$ cat src/rtl/halt_pkg.sv
// Shared types and defaults for the halt sequencer slice.
package halt_pkg;

  typedef enum logic [1:0] {
    RUN    = 2'd0,
    DRAIN  = 2'd1,
    HALTED = 2'd2
  } halt_state_e;

  localparam int CNT_W_DEFAULT = 32;

  // Drain counter width; never narrower than one bit, even with no drain.
  function automatic int drain_w(input int cycles);
    return (cycles < 1) ? 1 : $clog2(cycles + 1);
  endfunction

endpackage

$ cat src/rtl/halt_sequencer_wrap_counter.sv
// Free-running wrapping event counter used for the performance counters.
module wrap_counter
  import halt_pkg::*;
#(
  parameter int W = CNT_W_DEFAULT
) (
  input  logic         clk,
  input  logic         rst,
  input  logic         inc,
  output logic [W-1:0] q
);

  // Count qualified events, wrapping modulo 2^W.
  always_ff @(posedge clk) begin
    if (rst) begin
      q <= '0;
    end else if (inc) begin
      q <= q + W'(1'b1);
    end else begin
      q <= q;
    end
  end

endmodule

$ cat src/rtl/halt_sequencer.sv
// Turns the level halt flag into an orderly drain-then-freeze of the core,
// and keeps cycle / retired-instruction counts for the non-halted time.
module halt_sequencer
  import halt_pkg::*;
#(
  parameter int DRAIN_CYCLES = 2,
  parameter int CNT_W        = CNT_W_DEFAULT
) (
  input  logic             clk,
  input  logic             rst,
  input  logic             halt_i,
  input  logic             retire_i,
  output logic             stall_o,
  output logic             halted_o,
  output logic             done_o,
  output logic [CNT_W-1:0] cycle_cnt_o,
  output logic [CNT_W-1:0] instret_cnt_o
);

  localparam int DW = drain_w(DRAIN_CYCLES);
  localparam logic [DW-1:0] DRAIN_LOAD = DW'((DRAIN_CYCLES > 0) ? (DRAIN_CYCLES - 1) : 0);

  halt_state_e   state_r;
  halt_state_e   state_nxt_s;
  logic [DW-1:0] drain_cnt_r;
  logic [DW-1:0] drain_cnt_nxt_s;
  logic          done_r;
  logic          active_s;
  logic          retire_en_s;

  // Next-state and drain counter logic.
  always_comb begin
    state_nxt_s     = state_r;
    drain_cnt_nxt_s = drain_cnt_r;
    case (state_r)
      RUN: begin
        if (halt_i) begin
          if (DRAIN_CYCLES >= 1) begin
            state_nxt_s     = DRAIN;
            drain_cnt_nxt_s = DRAIN_LOAD;
          end else begin
            state_nxt_s = HALTED;
          end
        end else begin
          state_nxt_s = RUN;
        end
      end
      DRAIN: begin
        if (!halt_i) begin
          state_nxt_s     = RUN;
          drain_cnt_nxt_s = '0;
        end else if (drain_cnt_r == '0) begin
          state_nxt_s = HALTED;
        end else begin
          drain_cnt_nxt_s = drain_cnt_r - DW'(1'b1);
        end
      end
      HALTED: begin
        if (!halt_i) begin
          state_nxt_s = RUN;
        end else begin
          state_nxt_s = HALTED;
        end
      end
      default: begin
        state_nxt_s     = RUN;
        drain_cnt_nxt_s = '0;
      end
    endcase
  end

  // State, drain counter and the completion pulse register.
  always_ff @(posedge clk) begin
    if (rst) begin
      state_r     <= RUN;
      drain_cnt_r <= '0;
      done_r      <= 1'b0;
    end else begin
      state_r     <= state_nxt_s;
      drain_cnt_r <= drain_cnt_nxt_s;
      done_r      <= (state_nxt_s == HALTED) && (state_r != HALTED);
    end
  end

  assign active_s    = (state_r != HALTED);
  assign retire_en_s = retire_i && active_s;

  assign stall_o  = (state_r == DRAIN) || (state_r == HALTED);
  assign halted_o = (state_r == HALTED);
  assign done_o   = done_r;

  wrap_counter #(.W(CNT_W)) u_cycle_cnt (
    .clk (clk),
    .rst (rst),
    .inc (active_s),
    .q   (cycle_cnt_o)
  );

  wrap_counter #(.W(CNT_W)) u_instret_cnt (
    .clk (clk),
    .rst (rst),
    .inc (retire_en_s),
    .q   (instret_cnt_o)
  );

endmodule
$ cat config.mk
export PLATFORM = sky130hd
export DESIGN_NAME = halt_sequencer
export DESIGN_NICKNAME = d
export VERILOG_FILES = /design/src/rtl/halt_pkg.sv /design/src/rtl/halt_sequencer_wrap_counter.sv /design/src/rtl/halt_sequencer.sv
export SDC_FILE = /design/constraint.sdc
export NUM_CORES = 1
export LEC_CHECK = 0
export BUFFER_PORTS_ARGS = -buffer_cell sky130_fd_sc_hd__buf_2
export CAP_MARGIN = 25
export CORE_ASPECT_RATIO = 0.75
export CORE_MARGIN = 2
export CORE_UTILIZATION = 50
export CTS_BUF_LIST = sky130_fd_sc_hd__clkbuf_4
export CTS_CLUSTER_DIAMETER = 200
export DETAILED_ROUTE_END_ITERATION = 6
export PLACE_DENSITY = 0.74
export SLEW_MARGIN = 30
export SYNTH_ARGS = -nofsm -noshare
export SYNTH_HDL_FRONTEND = slang
export SYNTH_SLANG_ARGS = --single-unit
$ cat constraint.sdc
create_clock -name clk -period 2.5 [get_ports clk]
set_input_delay 0.5 -clock clk [delete_from_list [all_inputs] [get_ports clk]]
set_output_delay 0.5 -clock clk [all_outputs]
set_load 0.02 [all_outputs]
==> metrics list <==
- The total overflow left after global routing is 0.
- The multi-input combinational cells in the finished layout cover a total of 1782 µm².
* Worst min-delay path startpoint: halt_i
- Sum of buffers and inverters on the critical path: 2
* Count of nets after finishing: between 400 and 500
* Die ar.: between 7000 and 8000 µm²
- Clock Tree Buf Depth: 2
- The synthesized netlist occupies a cell area of around 3300 µm².
- Most numerous cell in the Yosys netlist: dfxtp_1
- In the post-synthesis netlist, the biggest area contributors are dfxtp_1 42%, a21oi_1 5.0%, or4_1 4.8%.
- The worst setup path is captured at a register.
- Setup repair after global routing left no endpoint under its margin.
- Post-synthesis cell type with the largest combined area: dfxtp_1
- Die width: ~100 µm
* Worst clock skew: about 0.013 ns
- Logic depth of the worst register-to-register path: 7
- # Post-CTS Setup Buffers: 0
- Before antenna repair, the detailed router went through 4 iterations.
* Remaining antenna violation count after routing: 0
* Syn_nets: about 400
* Routed length per instance: 13.89 µm
- In this run, flip-flops and latches consume between 50% and 60% of the power.
* Top fanout value on the critical path: 18
- In this run the tool buffered the top-level ports with 70 buffer cells.
- Clock power share: 35.3%
- Biggest cell delay along the critical path: a little over 0.5 ns
- In the routed design, unresolved DRC markers number 0.
* Total count of hold-check failures in the final report: 0
- Internal power: 1.445 mW
* Antenna violations before repair: 0
- Post-route setup TNS: 0 ns
* CTS tree: built
- Aggregate routed wire length: approximately 7500 µm
* Post-DR vias/cell: 5.582
- Switching share of power: 24.50%
* Unique masters post-synth: 39
- Counting instances, the worst hold path has a depth of 3.
- Weighted congestion at the end of routability-driven global placement: ~0.86
- For the finished layout, the period the worst path requires is 2.360 ns.
- Clock transition at path regs: 0.12 ns
- The design draws ~1.9 mW.
* Via count of the routed design: 3031
- Comb pwr share: ~5.8%
- The commonest cells after synthesis are 69 x dfxtp_1, 37 x nor2_1, 33 x a21oi_1, 21 x nand2_1, 21 x or4_1.
- Part of the Yosys area used for sequential elements: a little over two fifths
- The worst register-to-register path begins at state_r[0].
- Row generation in the floorplan step produced 25 rows.
- Root buf cell: clkbuf_4
- The first global-routing pass estimated ~12000 µm of wire.
* Number of clock buffers inserted by TritonCTS: 9
- Result of the run: complete, no violations
- 0 antenna diodes ended up in the layout.
- Number of enable-type register cells in the synthesized netlist: 0
* Net switching power: ~470 µW
* Reported leakage power: 1.491 nW
- Entering global routing, the biggest net connects between 50 and 60 pins.
- In this run the critical register-to-register path is captured at u_cycle_cnt.q[31].
- Of the cells placed in the final design, the portion with a size suffix greater than 1 is 22.29%.
- Max-slew violation count: 0
- After layout, the worst path uses a little over nine tenths of the clock period.
* Detail Placement HPWL: roughly 5300 µm
- In this run the biggest area consumer among cell types represents a little over two fifths of the synthesized area.
- Total Routing Usage GR: a little over a fifth
- For this run, the leading register cell type out of synthesis is dfxtp_1.
- Initial cell density of the core: 51.94%
- Slew at the pin closest to its max-slew limit: ~0.43 ns
* Cell area power density: ~490 nW/µm²
* Critical Setup Path Class: register to register
- The core region is ~6300 µm².
* FMAX: 423.8 MHz
- Setup violations remaining at the end of the flow were counted as 0.
- Number of instances in the synthesized netlist: 384
* CP Data Required Time: ~2.9 ns
- The slowest stage of the critical path belongs to the cell or4_1.
* Flop and latch count out of synthesis: slightly below 70
* Iteration-0 DRC count of the detailed router: around 120
- Across the VDD grid, the largest voltage drop is between 0.0004 and 0.0005 V.
- The kind of cell with the highest combined delay along the critical path is simple AND/OR/NAND/NOR gates.
- Classification of the worst-slack hold path: primary input to register
- STA puts the critical path data arrival time at 2.70 ns.
- Once layout is complete, the utilization of the core stands at approximately 60%.
- Max-cap violations in this run came to 0.
* Avg Cell Area, Syn: about 8.6 µm²
- Insertion delay of the later-clocked pin in the worst-skew pair: around 0.41 ns
- Max-slew headroom at the worst pin: 71.28%
- The Yosys step of the flow raised 0 warnings.
* Via count of the first global-routing pass: roughly 2700
- After synthesis, the share of flip-flops with an asynchronous set or reset is 0%.
- Crit path launch type: register
* Number of sinks on the clock net: 69
- The worst hold path terminates at drain_cnt_r[0].
- Register area: around 1400 µm²
- Compared with the post-synthesis result, the final layout area differs by 17.94%.
- 71 I/O pins were placed.
* Reg2Reg Setup Slack: about 0.14 ns
- In this run the number of H-tree levels came out at 3.
- Count of fill cells added during filler insertion: roughly 550
- Traced cell by cell, the critical path runs through inv_1, ha_2, and4b_1, or4b_1, buf_4, or4_1, a21oi_1.
- Die Y-Extent: ~74 µm
-- power groups by stage --
stage / Sequential, mW / Clock [mW] / Combinational (mW)
global placement: 1.15 / 0 / 0.108
CTS: 1.13 / 0.695 / 0.111
finish: 1.13 / 0.676 / 0.111
floorplan: 1.16 / 0 / 0.0665
global route: 1.13 / 0.744 / 0.122
detailed placement: 1.15 / 0 / 0.110
-- placed cells by master, fill, tap and decap left out, types with 16 or more instances in the layout --
cell	n
a21oi_1	33
buf_2	70
dfxtp_1	69
nand2_1	21
nand4_1	17
nor2_1	37
o21ai_0	17
o31ai_1	17
or4_1	21
xnor2_1	16
-- worst register-to-register path, cell delays in order (launching register included) --
cell and delay, ns:
dfxtp_1 0.40, inv_1 0.10, ha_2 0.23, and4b_1 0.27, or4b_1 0.43, buf_4 0.20
or4_1 0.52, a21oi_1 0.16
-- stage by stage --
stage                     instances  setup WS [ns]  instance area (µm²)  hold WS (ns)
after detailed placement        527         0.1105                 3764        0.4952
final                           543         0.1403                 3890        0.4042
after CTS                       543        0.08087                 3887        0.3827
after global placement          527         0.2154                 3764        0.4729
after global routing            543        0.02379                 3890        0.3854
after floorplan                 384        0.08534                 3298        0.4604
-- final cells by class --
type | count | area share, %
repair buffers | 81 | 11.45
inverters | 15 | 1.447
multi-input cells | 281 | 45.80
well taps | 81 | 2.605
clock inverters | 7 | 1.447
flip-flops and latches | 69 | 35.51
clock buffers | 9 | 1.737
-- how the worst max path moves through the flow --
stage / slack (ns) / to / cells past startpoint / start
3_3_place_gp: 0.22 / u_cycle_cnt.q[31] / 7 / state_r[0]
3_5_place_dp: 0.11 / u_cycle_cnt.q[31] / 7 / state_r[0]
2_1_floorplan: 0.09 / u_instret_cnt.q[27] / 8 / state_r[0]
5_1_grt: 0.02 / u_cycle_cnt.q[31] / 7 / state_r[0]
6_report: 0.14 / u_cycle_cnt.q[31] / 7 / state_r[0]
4_1_cts: 0.08 / u_cycle_cnt.q[31] / 7 / state_r[0]
-- per-layer routing --
metal  track usage, %  routed length, µm  vias to the layer above
li1                 -                  -                     1553
met1            28.63               3761                     1398
met2            33.10               3347                       78
met3            7.237                414                        2
met4            5.401                 21                        0
met5                0                  0                        -
-- registers in the layout, summed over array words and instances, names as in the netlist --
signal	count
done_o	1
u_cycle_cnt.q	32
state_r	2
u_instret_cnt.q	32
drain_cnt_r	2
-- kinds of logic after synthesis --
group / after synthesis / synth area share, %
fa+ha+maj: 7 / 2.655
simple gates: 171 / 29.74
compound gates: 69 / 11.95
buf+inv: 34 / 4.173
xor+xnor: 25 / 6.639
flops: 69 / 41.88
mux: 9 / 2.959
-- repair_timing --
| action | 4_1_cts | 5_1_grt |
|---|---|---|
| hold buffers | 0 | 0 |
| gates resized for setup | 0 | 1 |
| endpoints found under the setup margin | 0 | 6 |
Power figures use the tool's default switching activity.
